[src/rtl/qu_pkg.sv]
// -----------------------------------------------------------------------------
// qu_pkg -- shared types and constants for the qu core front end.
//
// Contents:
//   QU_PC_WIDTH, QU_PC_RESET_VAL : byte-address width and reset fetch address
//   QU_FETCH_DEPTH               : instruction buffer entry count
//   instr_t                      : 32-bit instruction word
//   fetch_state_t                : fetch controller FSM states (BOOT/RUN/HALT)
//   get_encoding_syscall_instr   : builds a SYSTEM-opcode call/break word
//   INSTR_EBREAK                 : EBREAK encoding (0x00100073)
// -----------------------------------------------------------------------------
package qu_pkg;

    localparam int                     QU_PC_WIDTH     = 12;
    localparam logic [QU_PC_WIDTH-1:0] QU_PC_RESET_VAL = 12'h000;
    localparam int                     QU_FETCH_DEPTH  = 2;

    typedef logic [31:0] instr_t;

    localparam logic [6:0] OPCODE_SYSTEM = 7'b111_0011;

    // System-call selectors. The selector lands in imm[2:0] of the I-type
    // word; funct3 itself stays 000 for both ECALL and EBREAK.
    localparam logic [2:0] FUNCT3_ECALL  = 3'b000;
    localparam logic [2:0] FUNCT3_EBREAK = 3'b001;

    typedef enum logic [1:0] {
        BOOT = 2'b00,
        RUN  = 2'b01,
        HALT = 2'b10
    } fetch_state_t;

    // {imm[11:0], rs1, funct3, rd, opcode} with rs1 = rd = x0.
    function automatic instr_t get_encoding_syscall_instr(input logic [2:0] sel);
        return {9'b0_0000_0000, sel, 5'b0_0000, 3'b000, 5'b0_0000, OPCODE_SYSTEM};
    endfunction

    localparam instr_t INSTR_EBREAK = get_encoding_syscall_instr(FUNCT3_EBREAK);

endpackage : qu_pkg

[src/rtl/qu_fetch_fifo.sv]
// -----------------------------------------------------------------------------
// qu_fetch_fifo -- small circular buffer holding fetched instructions.
//
// Ports:
//   clk, rst      : clock, synchronous active-high reset (empties buffer)
//   push, wdata   : write request and data (ignored when full and not popping)
//   pop           : remove head (ignored when empty)
//   flush         : empty the buffer; overrides push and pop
//   rdata         : head entry (valid while empty=0)
//   count         : number of stored entries
//   full, empty   : status flags
// -----------------------------------------------------------------------------
module qu_fetch_fifo
    import qu_pkg::*;
#(
    parameter  int WIDTH = 32,
    parameter  int DEPTH = QU_FETCH_DEPTH,
    localparam int PTR_W = (DEPTH > 1) ? $clog2(DEPTH) : 1,
    localparam int CNT_W = $clog2(DEPTH + 1)
) (
    input  logic             clk,
    input  logic             rst,
    input  logic             push,
    input  logic [WIDTH-1:0] wdata,
    input  logic             pop,
    input  logic             flush,
    output logic [WIDTH-1:0] rdata,
    output logic [CNT_W-1:0] count,
    output logic             full,
    output logic             empty
);

    logic [WIDTH-1:0] mem_q [DEPTH];
    logic [WIDTH-1:0] mem_d [DEPTH];
    logic [PTR_W-1:0] wr_ptr_q, wr_ptr_d;
    logic [PTR_W-1:0] rd_ptr_q, rd_ptr_d;
    logic [CNT_W-1:0] count_q,  count_d;
    logic             push_ok_s;
    logic             pop_ok_s;

    // Pointers wrap at DEPTH-1 so non-power-of-two depths also work.
    function automatic logic [PTR_W-1:0] ptr_inc(input logic [PTR_W-1:0] p);
        if (p == PTR_W'(DEPTH - 1)) begin
            return {PTR_W{1'b0}};
        end else begin
            return p + PTR_W'(1);
        end
    endfunction

    assign empty = (count_q == {CNT_W{1'b0}});
    assign full  = (count_q == CNT_W'(DEPTH));
    assign count = count_q;
    assign rdata = mem_q[rd_ptr_q];

    // Next-state for storage, pointers and occupancy.
    always_comb begin
        pop_ok_s  = pop & ~empty;
        // A full buffer may accept a write when the head leaves in the same cycle.
        push_ok_s = push & (~full | pop_ok_s);
        mem_d     = mem_q;
        wr_ptr_d  = wr_ptr_q;
        rd_ptr_d  = rd_ptr_q;
        count_d   = count_q;
        if (flush) begin
            wr_ptr_d = {PTR_W{1'b0}};
            rd_ptr_d = {PTR_W{1'b0}};
            count_d  = {CNT_W{1'b0}};
        end else begin
            if (push_ok_s) begin
                mem_d[wr_ptr_q] = wdata;
                wr_ptr_d        = ptr_inc(wr_ptr_q);
            end else begin
                wr_ptr_d = wr_ptr_q;
            end
            if (pop_ok_s) begin
                rd_ptr_d = ptr_inc(rd_ptr_q);
            end else begin
                rd_ptr_d = rd_ptr_q;
            end
            case ({push_ok_s, pop_ok_s})
                2'b10:   count_d = count_q + CNT_W'(1);
                2'b01:   count_d = count_q - CNT_W'(1);
                default: count_d = count_q;
            endcase
        end
    end

    // Control registers: pointers and occupancy, cleared by reset.
    always_ff @(posedge clk) begin
        if (rst) begin
            wr_ptr_q <= {PTR_W{1'b0}};
            rd_ptr_q <= {PTR_W{1'b0}};
            count_q  <= {CNT_W{1'b0}};
        end else begin
            wr_ptr_q <= wr_ptr_d;
            rd_ptr_q <= rd_ptr_d;
            count_q  <= count_d;
        end
    end

    // Data storage; contents are meaningless while empty so no reset needed.
    always_ff @(posedge clk) begin
        mem_q <= mem_d;
    end

endmodule : qu_fetch_fifo

[src/rtl/qu_fetch_ctrl.sv]
// -----------------------------------------------------------------------------
// qu_fetch_ctrl -- instruction fetch controller.
//
// Issues sequential word reads to instruction memory (fixed one-cycle read
// latency), buffers responses with their addresses, and presents them to
// decode with a valid/ready handshake. Redirects flush the buffer and drop the
// outstanding response; a fetched EBREAK halts fetching until the next
// redirect.
//
// Ports:
//   clk, rst                 : clock, synchronous active-high reset
//   imem_req, imem_addr      : read strobe and byte address
//   imem_rdata               : read data, one cycle after imem_req
//   redirect_valid/_pc       : redirect request and target (low 2 bits ignored)
//   instr_valid/_ready       : decode handshake
//   instr, instr_pc          : head instruction and its byte address
//   halted                   : FSM is in HALT
// -----------------------------------------------------------------------------
module qu_fetch_ctrl
    import qu_pkg::*;
#(
    parameter int                   PC_WIDTH = QU_PC_WIDTH,
    parameter logic [PC_WIDTH-1:0]  RESET_PC = QU_PC_RESET_VAL,
    parameter int                   DEPTH    = QU_FETCH_DEPTH
) (
    input  logic                clk,
    input  logic                rst,
    output logic                imem_req,
    output logic [PC_WIDTH-1:0] imem_addr,
    input  logic [31:0]         imem_rdata,
    input  logic                redirect_valid,
    input  logic [PC_WIDTH-1:0] redirect_pc,
    output logic                instr_valid,
    input  logic                instr_ready,
    output instr_t              instr,
    output logic [PC_WIDTH-1:0] instr_pc,
    output logic                halted
);

    localparam int                  CNT_W    = $clog2(DEPTH + 1);
    localparam int                  ENTRY_W  = PC_WIDTH + 32;
    localparam logic [PC_WIDTH-1:0] PC_STEP  = PC_WIDTH'(4);
    localparam logic [PC_WIDTH-1:0] PC_ALIGN = ~PC_WIDTH'(3);

    fetch_state_t          state_q, state_d;
    logic [PC_WIDTH-1:0]   fetch_pc_q, fetch_pc_d;
    // inflight_q: a live (non-stale) response arrives this cycle.
    logic                  inflight_q, inflight_d;
    logic [PC_WIDTH-1:0]   inflight_pc_q, inflight_pc_d;

    logic                  imem_req_s;
    logic                  flush_s;
    logic                  push_s;
    logic                  pop_s;
    logic                  pop_eff_s;
    logic                  ebreak_push_s;
    logic                  room_s;
    logic [CNT_W:0]        occupancy_s;
    logic [ENTRY_W-1:0]    fifo_rdata_s;
    logic [CNT_W-1:0]      fifo_count_s;
    logic                  fifo_full_s;
    logic                  fifo_empty_s;

    qu_fetch_fifo #(
        .WIDTH (ENTRY_W),
        .DEPTH (DEPTH)
    ) u_fifo (
        .clk   (clk),
        .rst   (rst),
        .push  (push_s),
        .wdata ({inflight_pc_q, imem_rdata}),
        .pop   (pop_s),
        .flush (flush_s),
        .rdata (fifo_rdata_s),
        .count (fifo_count_s),
        .full  (fifo_full_s),
        .empty (fifo_empty_s)
    );

    // A redirect discards the arriving response as well as the buffer.
    assign push_s        = inflight_q & ~redirect_valid;
    assign pop_s         = instr_valid & instr_ready;
    assign pop_eff_s     = pop_s & ~fifo_empty_s;
    assign ebreak_push_s = push_s & (imem_rdata == INSTR_EBREAK);

    // Occupancy after this cycle's push/pop; a new request is only issued
    // when its response is guaranteed a free slot next cycle.
    assign occupancy_s = {1'b0, fifo_count_s}
                       + {{CNT_W{1'b0}}, push_s}
                       - {{CNT_W{1'b0}}, pop_eff_s};
    assign room_s      = (occupancy_s < (CNT_W + 1)'(DEPTH))
                       & ~(fifo_full_s & ~pop_eff_s);

    assign imem_req    = imem_req_s;
    assign imem_addr   = fetch_pc_q;
    assign instr_valid = ~fifo_empty_s;
    assign instr       = fifo_rdata_s[31:0];
    assign instr_pc    = fifo_rdata_s[32 +: PC_WIDTH];
    assign halted      = (state_q == HALT);

    // FSM next state, request issue, PC advance and stale tracking.
    always_comb begin
        state_d       = state_q;
        fetch_pc_d    = fetch_pc_q;
        inflight_d    = 1'b0;
        inflight_pc_d = inflight_pc_q;
        imem_req_s    = 1'b0;
        flush_s       = 1'b0;
        if (redirect_valid) begin
            flush_s    = 1'b1;
            fetch_pc_d = redirect_pc & PC_ALIGN;
            state_d    = RUN;
        end else begin
            case (state_q)
                BOOT: begin
                    state_d = RUN;
                end
                RUN: begin
                    if (room_s) begin
                        imem_req_s    = 1'b1;
                        inflight_d    = 1'b1;
                        inflight_pc_d = fetch_pc_q;
                        fetch_pc_d    = fetch_pc_q + PC_STEP;
                    end else begin
                        imem_req_s    = 1'b0;
                    end
                    // The request issued alongside an EBREAK push is marked stale.
                    if (ebreak_push_s) begin
                        state_d    = HALT;
                        inflight_d = 1'b0;
                    end else begin
                        state_d    = RUN;
                    end
                end
                HALT: begin
                    state_d = HALT;
                end
                default: begin
                    state_d = BOOT;
                end
            endcase
        end
    end

    // State registers; reset overrides redirect and handshake inputs.
    always_ff @(posedge clk) begin
        if (rst) begin
            state_q       <= BOOT;
            fetch_pc_q    <= RESET_PC;
            inflight_q    <= 1'b0;
            inflight_pc_q <= {PC_WIDTH{1'b0}};
        end else begin
            state_q       <= state_d;
            fetch_pc_q    <= fetch_pc_d;
            inflight_q    <= inflight_d;
            inflight_pc_q <= inflight_pc_d;
        end
    end

endmodule : qu_fetch_ctrl
[config.mk]
export PLATFORM = sky130hd
export DESIGN_NAME = qu_fetch_ctrl
export DESIGN_NICKNAME = d
export VERILOG_FILES = /design/src/rtl/qu_pkg.sv /design/src/rtl/qu_fetch_fifo.sv /design/src/rtl/qu_fetch_ctrl.sv
export SDC_FILE = /design/constraint.sdc
export NUM_CORES = 1
export LEC_CHECK = 0
export CAP_MARGIN = 20
export CORE_ASPECT_RATIO = 0.9
export CORE_UTILIZATION = 49
export DETAILED_ROUTE_END_ITERATION = 12
export GPL_TIMING_DRIVEN = 0
export PLACE_DENSITY = 0.89
export SKIP_LAST_GASP = 1
export SYNTH_ARGS = -nofsm -noshare
export SYNTH_HDL_FRONTEND = slang
export SYNTH_SLANG_ARGS = --single-unit
[constraint.sdc]
create_clock -name clk -period 5.2 [get_ports clk]
set_clock_uncertainty 0.05 [all_clocks]
set_input_delay 1.04 -clock clk [delete_from_list [all_inputs] [get_ports clk]]
set_output_delay 1.04 -clock clk [all_outputs]
set_load 0.02 [all_outputs]
==> results.toml <==
[synth]
netlist.area_leader.share = 0.565
synth.area.top_cells = "edfxtp_1 (56%), dfxtp_1 (12%), mux2_2 (11%)"
syn_inst = 296
synth-seq-cells = 111
netlist_area_sq_um = 4470
synthArstFlopShare = 0
synth_ff_type = "edfxtp_1"
synth_edf_count = 84
synth.distinct_cells = 44
yosysTopAreaCell = "edfxtp_1"
avgSynthCellArea_sq_um = 15.1
yosysWarnings = 0
ys_seq_area_frac = 0.686

[global_routing]
grt_start_max_net_pins = 34
grt_pass1_wl_um = 14400
grt.overflow.total = 0
track_usage = 0.206
grt_pass1_vias = 2962
antenna_found_initial = 0

[routing]
drtIter0Drc = 104
drt_wl_total_um = 9260
first_pass_iters = 4
vias_per_cell = 5.38
drc = 0
wl_per_cell_um = 17.3
postRouteAntennaNets = 0
num_vias = 2883

[worst_hold_path]
hold_class = "flop to flop"
whs_path_depth = 0
hp-start = "inflight_pc_q[7]"
min_to = "u_fifo.mem_q[83]"

[placed_design]
dp_hpwl_um = 6700
portBuffers = 99
pre_cts_ws_ps = -210
gp_congestion = 0.812

[setup_path]
r2r-start = "u_fifo.count[1]"
ff2ff_setup_slack_ps = 1930
rr_worst_depth = 10
r2r_end = "imem_addr[11]"
end_kind = "primary output"
cp_data_arrival_time_ps = 3910
cpPeakStageDelay_ps = 520
crit_chain = "clkdlybuf4s50_1 -> and2_1 -> ha_1 -> nand2b_1 -> fa_1 -> or2_0 -> buf_2 -> a211oi_2 -> buf_4 -> dlygate4sd2_1"
cp-start-kind = "input pin"
slowest_stage = "clkdlybuf4s50_1"
required_ps = 4110
worstSetupPathType = "input pin to primary output"
critPathTopFamily = "buffers and inverters"
path_max_fanout = 10
cp_num_buf_inv = 4

[power_and_ir_drop]
p_int_mw = 1.22
p_clk_frac = 0.298
p_per_area_nw_per_um2 = 273
p_sw_mw = 0.373
p_comb_frac = 0.088
swShare = 0.234
max-vdd-ir-drop_mv = 0.157
totalPowerFinal_mw = 1.60
p_leak_nw = 1.95
seqPwrFrac = 0.614

[cts]
htree_num_levels = 3
cts.sink_count = 111
path_clk_slew_ps = 100
clk_latency_ps = 350
cts-root-buf = "clkbuf_8"
cts_tree = "built"
cts_buffers = 9
cts_hold_buf = 0
clk_path_buf_depth = 2

[timing]
finalSetupViolCount = 0
slew_headroom = 0.549
fin_ws_ps = 205
finalSetupTns_ps = 0
fmax_ghz = 0.200
max_slew.worst_pin.slew_ps = 677
fin_hold_ws_ps = 421
timing.final.hold_violations = 0
period_share = 0.961
min_period_ps = 5000
slew_viol_final = 0
rsz0062_at_grt = "no"

[floorplanning]
io_pins = 107
start_util = 0.514
die_area_sq_um = 9500
core_sq_um = 8690
die_x_um = 103
fp-row-count = 32
die_h_um = 92.6

[finish]
fin_util = 0.674
layout.nets = 464
synthToLayoutAreaGrowth_pct = 31.2
drive_above_1_share = 0.180
final_cell_mix = "clkdlybuf4s50_1 (98), edfxtp_1 (84), mux2_2 (42)"
layout_commonest_cell = "clkdlybuf4s50_1"
antennaDiodeCount = 0

[job]
maxCapViolations = 0

[status]
status = "complete, no violations"
## kinds of logic (layout without fill, tap and decap cells)
| group | after synthesis | in the layout | synth area share |
|---|---|---|---|
| AND/OR/NAND/NOR | 64 | 64 | 0.0737 |
| XOR/XNOR | 9 | 9 | 0.0177 |
| AO/OA/AOI/OAI | 30 | 30 | 0.0552 |
| flip-flops | 111 | 111 | 0.686 |
| other | 1 | 4 | 0.000840 |
| adder cells (fa/ha/maj) | 4 | 4 | 0.0129 |
| multiplexers | 52 | 52 | 0.128 |
| buffers and inverters | 25 | 143 | 0.0255 |
## through the flow
stage | std cells | cell area [sq um]
4_1_cts | 536 | 5860
2_1_floorplan | 299 | 4480
6_report | 536 | 5860
3_3_place_gp | 517 | 5620
3_5_place_dp | 519 | 5670
5_1_grt | 536 | 5860
## power groups by stage
stage	combinational, mW	sequential [mW]	clock (mW)
6_report	0.141	0.981	0.476
5_1_grt	0.151	0.983	0.519
4_1_cts	0.141	0.980	0.486
3_5_place_dp	0.139	1.00	0
3_3_place_gp	0.134	1.00	0
2_1_floorplan	0.0568	1.00	0
## Yosys cell counts (all sizes together) (2+ instances only)
| master | instances |
|---|---|
| and2 | 2 |
| nand2 | 6 |
| a2111oi | 2 |
| mux2 | 42 |
| clkbuf | 10 |
| xnor2 | 8 |
| a211oi | 10 |
| nor4 | 6 |
| nand4 | 3 |
| nor2b | 2 |
| o31a | 2 |
| a21o | 2 |
| or2 | 4 |
| a31oi | 2 |
| inv | 8 |
| ha | 3 |
| nor2 | 26 |
| nand3 | 5 |
| mux2i | 10 |
| edfxtp | 84 |
| a21oi | 3 |
| a311oi | 3 |
| o21ai | 2 |
| dfxtp | 27 |
| nor4b | 3 |
| buf | 6 |
## final cells by class
cell class / count / area, sq um
Sequential cell: 111 / 3060
Fill cell: 643 / 2830
Multi-Input combinational cell: 163 / 1310
Timing Repair Buffer: 102 / 1040
Tap cell: 119 / 149
Clock buffer: 10 / 128
Buffer: 16 / 80.1
Clock inverter: 6 / 55.1
Inverter: 9 / 33.8
## what timing repair did
action                                  4_1_cts  5_1_grt
buffers inserted                              1        0
endpoints found under the hold margin         0        0
gates resized for setup                       2        0
endpoints found under the setup margin        1        0
## how the worst max path moves through the flow
stage,start,endpoint,slack (ps),depth (start not counted)
finish,instr_ready,imem_req,200,10
global route,instr_ready,imem_req,70,10
CTS,instr_ready,imem_req,210,10
detailed placement,instr_ready,imem_req,-210,9
floorplan,redirect_valid,u_fifo.mem_q[44],1130,5
global placement,instr_ready,imem_req,-180,9
## state kept, by name, summed over array words and instances (netlist names)
signal and flops:
state_q 2, u_fifo.rd_ptr_q 1, u_fifo.mem_q 84, inflight_pc_q 10
u_fifo.wr_ptr_q 1, inflight_q 1, imem_addr 10, u_fifo.count 2
## per-layer routing
metal | up-vias | global-route usage | share of wire
li1 | 1346 | - | -
met1 | 1396 | 0.252 | 0.41
met2 | 125 | 0.353 | 0.50
met3 | 16 | 0.0468 | 0.077
met4 | 0 | 0.0714 | 0.017
met5 | - | 0 | 0
Power figures use the tool's default switching activity.
